==> config.mk <==
export PLATFORM = sky130hd
export DESIGN_NAME = jttrack_pcm_prefetch
export DESIGN_NICKNAME = d
export VERILOG_FILES = /design/src/rtl/jttrack_pcm_prefetch.sv
export SDC_FILE = /design/constraint.sdc
export NUM_CORES = 1
export LEC_CHECK = 0
export ABC_AREA = 1
export BUFFER_PORTS_ARGS = -buffer_cell sky130_fd_sc_hd__buf_2
export CAP_MARGIN = 20
export CORE_MARGIN = 8
export CORE_UTILIZATION = 40
export CTS_CLUSTER_SIZE = 14
export DETAILED_ROUTE_END_ITERATION = 16
export PLACE_DENSITY = 0.58
export SLEW_MARGIN = 20
export SYNTH_ARGS = -nofsm -noshare
export SYNTH_HDL_FRONTEND = slang
export SYNTH_SLANG_ARGS = --single-unit
==> constraint.sdc <==
create_clock -name clk -period 1.62 [get_ports clk]
set_input_delay 0.405 -clock clk [delete_from_list [all_inputs] [get_ports clk]]
set_output_delay 0.405 -clock clk [all_outputs]
set_load 0.01 [all_outputs]
==> src/rtl/jttrack_pcm_prefetch.sv <==
// jttrack_pcm_prefetch: two-entry 32-bit line buffer between the PCM address
// generator and the SDRAM ROM arbiter PCM slot.
// Optional feature macro: JTTRACK_PCM_PREFETCH_EN adds a next-line prefetch
// after every demand fill. Without it, both lines are filled by demand misses only.
module jttrack_pcm_prefetch #(
  parameter int unsigned AW = 16
) (
  input  logic          clk,
  input  logic          rst_n,
  input  logic          downloading,
  input  logic          pcm_cs,
  input  logic [AW-1:0] pcm_addr,
  output logic [7:0]    pcm_data,
  output logic          pcm_ok,
  output logic          rom_cs,
  output logic [AW-3:0] rom_addr,
  input  logic [31:0]   rom_data,
  input  logic          rom_ok
);

  localparam int unsigned TW = AW - 2;

`ifdef JTTRACK_PCM_PREFETCH_EN
  typedef enum logic [1:0] {ST_IDLE, ST_DEMAND, ST_PREFETCH} state_e;
`else
  typedef enum logic [0:0] {ST_IDLE, ST_DEMAND} state_e;
`endif

  state_e        state_q, state_d;
  logic          rom_cs_q, rom_cs_d;
  logic [TW-1:0] rom_addr_q, rom_addr_d;
  logic          discard_q, discard_d;
  logic [TW-1:0] tag_q [2];
  logic [31:0]   data_q [2];
  logic [1:0]    valid_q;
  logic          lru_q;
  logic [AW-1:0] last_addr_q;
  logic [7:0]    pcm_data_q;
  logic          pcm_ok_q;

  logic [TW-1:0] req_tag;
  logic          hit0, hit1, hit, hit_idx, victim, ack, drop, start;
  logic [31:0]   hit_word;
  logic [7:0]    hit_byte;
  logic          fill_en, fill_idx, dem_fill;

  assign req_tag  = pcm_addr[AW-1:2];
  // Valid bits are treated as cleared in the very cycle downloading is seen.
  assign hit0     = pcm_cs & valid_q[0] & ~downloading & (tag_q[0] == req_tag);
  assign hit1     = pcm_cs & valid_q[1] & ~downloading & (tag_q[1] == req_tag);
  assign hit      = hit0 | hit1;
  assign hit_idx  = ~hit0;
  assign hit_word = hit0 ? data_q[0] : data_q[1];
  assign victim   = ~valid_q[0] ? 1'b0 : (~valid_q[1] ? 1'b1 : ~lru_q);
  assign ack      = rom_cs_q & rom_ok;
  assign drop     = discard_q | downloading;
  assign start    = pcm_cs & ~hit & ~downloading;

`ifdef JTTRACK_PCM_PREFETCH_EN
  logic          dem_idx_q, dem_idx_d;
  logic [TW-1:0] next_tag;
  logic          next_res;
  assign next_tag = rom_addr_q + TW'(1);
  assign next_res = valid_q[~victim] & (tag_q[~victim] == next_tag);
`endif

  // Byte lane select within the hitting line
  always_comb begin
    hit_byte = hit_word[7:0];
    case (pcm_addr[1:0])
      2'd1:    hit_byte = hit_word[15:8];
      2'd2:    hit_byte = hit_word[23:16];
      2'd3:    hit_byte = hit_word[31:24];
      default: hit_byte = hit_word[7:0];
    endcase
  end

  // FSM state register
  always_ff @(posedge clk or negedge rst_n) begin
    if (!rst_n) state_q <= ST_IDLE;
    else        state_q <= state_d;
  end

  // FSM next-state logic
  always_comb begin
    state_d = state_q;
    case (state_q)
      ST_IDLE:   if (start) state_d = ST_DEMAND;
      ST_DEMAND: if (ack) begin
`ifdef JTTRACK_PCM_PREFETCH_EN
        state_d = (~drop & ~next_res) ? ST_PREFETCH : ST_IDLE;
`else
        state_d = ST_IDLE;
`endif
      end
`ifdef JTTRACK_PCM_PREFETCH_EN
      ST_PREFETCH: if (ack || (!rom_cs_q && downloading)) state_d = ST_IDLE;
`endif
      default:   state_d = ST_IDLE;
    endcase
  end

  // FSM outputs: fetch request, line address, fill strobes, discard tracking
  always_comb begin
    rom_cs_d   = rom_cs_q;
    rom_addr_d = rom_addr_q;
    discard_d  = discard_q | (downloading & (state_q != ST_IDLE));
    fill_en    = 1'b0;
    fill_idx   = victim;
    dem_fill   = 1'b0;
`ifdef JTTRACK_PCM_PREFETCH_EN
    dem_idx_d  = dem_idx_q;
`endif
    case (state_q)
      ST_IDLE: begin
        discard_d = 1'b0;
        if (start) begin
          rom_cs_d   = 1'b1;
          rom_addr_d = req_tag;
        end
      end
      ST_DEMAND: if (ack) begin
        rom_cs_d  = 1'b0;
        discard_d = 1'b0;
        fill_en   = ~drop;
        dem_fill  = ~drop;
`ifdef JTTRACK_PCM_PREFETCH_EN
        dem_idx_d = victim;
`endif
      end
`ifdef JTTRACK_PCM_PREFETCH_EN
      ST_PREFETCH: begin
        fill_idx = ~dem_idx_q;
        if (ack) begin
          rom_cs_d  = 1'b0;
          discard_d = 1'b0;
          fill_en   = ~drop;
        end else if (!rom_cs_q) begin
          // First PREFETCH cycle keeps rom_cs low, giving the mandatory gap
          discard_d = 1'b0;
          if (!downloading) begin
            rom_cs_d   = 1'b1;
            rom_addr_d = next_tag;
          end
        end
      end
`endif
      default: ;
    endcase
  end

  // Fetch control registers
  always_ff @(posedge clk or negedge rst_n) begin
    if (!rst_n) begin
      rom_cs_q   <= 1'b0;
      rom_addr_q <= '0;
      discard_q  <= 1'b0;
`ifdef JTTRACK_PCM_PREFETCH_EN
      dem_idx_q  <= 1'b0;
`endif
    end else begin
      rom_cs_q   <= rom_cs_d;
      rom_addr_q <= rom_addr_d;
      discard_q  <= discard_d;
`ifdef JTTRACK_PCM_PREFETCH_EN
      dem_idx_q  <= dem_idx_d;
`endif
    end
  end

  // Line entries and most-recently-used tracking
  always_ff @(posedge clk or negedge rst_n) begin
    if (!rst_n) begin
      valid_q   <= '0;
      lru_q     <= 1'b0;
      tag_q[0]  <= '0;
      tag_q[1]  <= '0;
      data_q[0] <= '0;
      data_q[1] <= '0;
    end else begin
      if (downloading)  valid_q <= '0;
      else if (fill_en) valid_q[fill_idx] <= 1'b1;
      if (fill_en) begin
        tag_q[fill_idx]  <= rom_addr_q;
        data_q[fill_idx] <= rom_data;
      end
      if (dem_fill) lru_q <= victim;
      else if (hit) lru_q <= hit_idx;
    end
  end

  // Consumer output register: data on hit, ok only once the address is stable
  always_ff @(posedge clk or negedge rst_n) begin
    if (!rst_n) begin
      last_addr_q <= '0;
      pcm_data_q  <= '0;
      pcm_ok_q    <= 1'b0;
    end else begin
      last_addr_q <= pcm_addr;
      if (hit) pcm_data_q <= hit_byte;
      pcm_ok_q    <= hit & (pcm_addr == last_addr_q);
    end
  end

  assign pcm_data = pcm_data_q;
  assign pcm_ok   = pcm_ok_q;
  assign rom_cs   = rom_cs_q;
  assign rom_addr = rom_addr_q;

endmodule

After elaboration in Yosys (flattened, before gate mapping)
Cells that the tools add are included.

word-level totals
  register bits after elaboration = 137
  output and inout bits = 24

cells by class
  $lt $le $gt $ge = 4
  bitwise gates (word level) = 22
  muxes and demuxes = 26
  reductions and logical operators = 6
  equality and inequality tests = 8

operators by type and width
  cell                count
  $bwmux 64           1
  $mux 32             2
  $demux 32 s1        1
  $bwmux 28           1
  $eq 14x14->1        2
  $pmux 8 s3          1
  $eq 16x16->1        1
  $demux 14 s1        1
  $mux 14             1
  $mux 1              12
  $and 1x1->1         11
  $not 1->1           6
  $pmux 1 s2          3
  $eq 2x2->1 const B  2
  $mux 2              2
  $reduce_and 2->1    2
  $reduce_bool 2->1   2
  $or 1x1->1          3
  $eq 2x1->1 const B  1
  $ge 2x2->1 const B  1
  $logic_and 1x1->1   2
  $lt 1x2->1 const B  1
  $lt 2x1->1 const B  1
  $ne 2x1->1 const B  1
  5 further kinds     5

Logic depth before layout (Yosys ltp)
  word-level depth = 10
  mapped depth = 14

Worst setup path before layout
Ideal clock, no wire load.

  path type = in2reg
  start point = in pcm_addr[15]
  end point = reg pcm_data_q[5] (netlist: pcm_data[5])
  setup time = 0.117 ns
  slack = -0.069 ns
  arrival = 1.573 ns
  stages on the path = 13
  cells stage by stage = buf_2 > inv_2 > nand2_1 > nand2_1 > nor2_1 > nand2_2 > nor2_8 > nand2_4 > nand2_8 > buf_4 > nand2_1 > nor2_1 > nor2_1

between the ends
  longest elaborated chain between the ends = 4
  elaborated cells between the ends (all ways) = 7
  classes of those cells = eq/ne (2); mux (2); bitwise (3)

ends and longest elaborated chain
  what                  line  source
  from (decl)           12    input logic [AW-1:0] pcm_addr,
  $eq 14x14->1          49    assign hit0 = pcm_cs & valid_q[0] & ~downloading & (tag_q[0] == req_tag);
  $and 1x1->1           49
  $mux 32               53    assign hit_word = hit0 ? data_q[0] : data_q[1];
  $pmux 8 s3            70    case (pcm_addr[1:0])
  to (signal assigned)  200   if (hit) pcm_data_q <= hit_byte;
  to (decl)             38    logic [7:0] pcm_data_q;

Several ways; a longest one is shown, not always the timed one.
A chain may end at the register's enable or synchronous reset.

Worst setup path after layout
  start point = reg tag_q[22] (netlist bit)
  end point = reg pcm_data_q[1] (netlist: pcm_data[1])

between the ends
  longest elaborated chain between the ends = 4
  elaborated cells between the ends (all ways) = 5
  classes of those cells = eq/ne (1); mux (2); bitwise (2)

ends and longest elaborated chain
  what                               line  source
  from (decl)                        33    logic [TW-1:0] tag_q [2];
  from (signal, indexed assignment)  184   tag_q[fill_idx] <= rom_addr_q;
  $eq 14x14->1 *                     49
  $and 1x1->1 *                      49
  $mux 32                            53
  $pmux 8 s3                         70

Every way passes the cells marked *; elsewhere a longest branch is shown, timed or not.

==> results.ini <==
[global_routing]
grt_pass1_vias=5458
grt_start_max_net_pins=44
antenna_found_initial=0
grt_usage=0.173
grt_pass1_wl_um=27900
grt.overflow.total=0

[worst_hold_path]
hold_start=pcm_addr[1]
hold_path_class=primary input to flop

[sta]
skew_ps=7.63
tightestPinTransition_ps=451
slew_viol_final=0
finalSetupViolCount=8
period_share=1.03
relSlewSlack=0.696
holdWs_ps=184
fin_ws_ps=-55.3
rsz0062_at_grt=yes
max_freq_ghz=0.597
fin_crit_ps=1680
finalHoldViolations=0
finalSetupTns_ps=-255

[yosys]
yosysWarnings=0
synthFlopType=dfrtp_1
syn_avg_cell_area_um2=7.88
synth_compound_area_frac=0.0730
yosysSeqAreaShare=0.525
synthCells=829
synth_nets=882
synth-adder-area-share=0
muxShareOfSynthArea=0.00172
synth_xor_area_frac=0.0295
synth.distinct_cells=31
synth-seq-cells=137
synth-edff-count=0
synth_area_um2=6530
synth_top_family_by_area=simple AND/OR/NAND/NOR gates
ys_async_sr_fraction=1.00
yosys.area_share.simple=0.283

[worst_setup_path]
required_ps=1920
path_class=flop to flop
worstSetupEndpointType=flop
timing.rr.start=tag_q[22]
critPathLaunch=tag_q[22]
worstSetupStartpointType=flop
critical_path_arrival_ps=1980
cp_max_fo=8
r2r_slack_ps=-60

[clocking]
cts_max_level=4
clk_path_buf_depth=2
insertion_delay_ps=410
path_clk_slew_ps=60
cts_tree=done
cts_buffers=17
clock_sink_count=137
cts_root_buf=clkbuf_16

[route]
drc=0
ant_nets=0
wirelength_um=16700
vias_per_cell=4.63
wl_per_cell_um=14.2
initialDrtViolationCount=339
via_count=5458
first_pass_iters=5

[power]
switching_power_uw=4060
sw_frac_of_total=0.330
pwr-share-seq=0.434
ir_worst_vdd_mv=0.802
power_density_nw_per_um2=1480
leakagePower_uw=0.00432
p_int_uw=8250
pwr-share-comb=0.285
clkPwrFrac=0.280

[floorplanning]
num_rows=46
dieArea_um2=20700
die_width_um=144
dieHeight_um=144
initial_core_util=0.410
ios=77
core_um2=15900

[placement]
portBuffers=76
globalplace.congestion=0.798
dp_hpwl_um=12200

[status]
violations=setup timing
outcome=complete, but fails checks

[finish]
area_growth_pct=27.0
drive_gt1_frac=0.237
final_util=0.520
nNetsFinal=1007
diodes=0

[job]
drv_cap=0

sequential cells by signal (all words and copies together), names as in the netlist:
name and flops:
state_q 1, tag_q 28, last_addr_q 16, lru_q 1, discard_q 1, pcm_data 8, pcm_ok 1, valid_q 2
rom_addr 14, rom_cs 1, data_q 64
worst max-delay path: stages (launching register included):
cell and delay [ps]:
dfrtp_1 400, xnor2_2 210, nand3_2 130, nor2_4 200, nand2_4 110, buf_12 150, nand2_2 50, nand2_1 50
inv_1 50, nand2_1 60, nor2_1 100, nor2_1 50
power by group through the flow:
stage | registers, uW | logic, uW | clock network, uW
6_report | 5350 | 3510 | 3450
5_1_grt | 5520 | 4070 | 3650
4_1_cts | 5350 | 3480 | 3510
3_5_place_dp | 5390 | 3430 | 0
3_3_place_gp | 5360 | 3370 | 0
2_1_floorplan | 5330 | 2100 | 0
logic make-up (layout without fill, tap and decap cells):
group | count (synthesis) | count (layout)
xor+xnor | 22 | 22
simple gates | 434 | 435
buf+inv | 142 | 274
compound gates | 93 | 93
flops | 137 | 137
mux | 1 | 1
through the flow:
stage / cells / area (um2) / setup slack, ps / power (uW)
finish: 1178 / 8290 / -55.3 / 12300
global route: 1178 / 8290 / -190 / 13200
CTS: 1177 / 8200 / -25.3 / 12300
detailed placement: 1149 / 7630 / -326 / 8810
global placement: 1149 / 7630 / -330 / 8730
floorplan: 829 / 6540 / 8.63 / 7430
synthesized netlist by cell type (2+ instances only):
library cell | n | area, um2
nand2_8 | 2 | 40.0
nand4_1 | 5 | 31.3
nand2_1 | 262 | 983
nor4_1 | 2 | 12.5
o21ai_0 | 63 | 315
dfrtp_1 | 137 | 3430
inv_1 | 95 | 357
or2_2 | 7 | 43.8
a21oi_1 | 20 | 100
buf_2 | 16 | 80.1
buf_6 | 2 | 22.5
xnor2_1 | 19 | 166
nor2_1 | 64 | 240
o22ai_1 | 9 | 56.3
xor2_1 | 3 | 26.3
inv_2 | 13 | 48.8
nand3_1 | 85 | 425
clkbuf_1 | 12 | 45.0
routing by layer:
| metal | wire [um] | GRT usage | part of all wire | vias to the layer above |
|---|---|---|---|---|
| met5 | 0 | 0 | 0 | - |
| met1 | 8580 | 0.251 | 0.51 | 2493 |
| met3 | 831 | 0.0382 | 0.050 | 16 |
| li1 | - | - | - | 2830 |
| met2 | 7130 | 0.249 | 0.43 | 119 |
| met4 | 208 | 0.0598 | 0.012 | 0 |
worst paths after layout:
| check | to | cells past startpoint |
|---|---|---|
| min in group asynchronous | rom_addr[3] | 2 |
| setup reg to reg | pcm_data[1] | 11 |
| max in group asynchronous | data_q[1] | 3 |
| hold / removal | last_addr_q[1] | 1 |
| setup / recovery | pcm_data[1] | 11 |
| hold reg to reg | data_q[47] | 2 |
what timing repair did:
action / CTS / global route
setup buffers: 0 / 0
gates cloned: 0 / 1
setup endpoints to repair: 24 / 59
hold buffers: 1 / 0
resized for setup: 11 / 34
pin swaps: 3 / 18
hold endpoints to repair: 25 / 0
layout by cell type, fill, tap and decap left out, types with 2 or more instances in the layout:
cell / n
nand2_1: 243
dfrtp_1: 137
inv_1: 90
nand3_1: 84
buf_2: 75
o21ai_0: 62
nor2_1: 56
buf_4: 46
a21oi_1: 20
nand2_2: 20
inv_2: 19
clkbuf_16: 17
xnor2_1: 16
buf_12: 11
o22ai_1: 9
nor2_2: 7
or2_2: 7
nand4_1: 5
clkbuf_8: 5
xnor2_2: 3
xor2_1: 3
nand2_8: 3
buf_6: 3
nor2_4: 2
nor4_1: 2
o21ai_1: 2
clkinv_2: 2
clkbuf_1: 2
layout make-up:
class	count	area, um2
Clock buffer	24	502
Clock inverter	3	17.5
Fill cell	1581	7650
Inverter	110	425
Multi-Input combinational cell	551	2650
Sequential cell	137	3430
Tap cell	216	270
Timing Repair Buffer	137	1000
No activity file was read; power rests on OpenSTA's default activity.
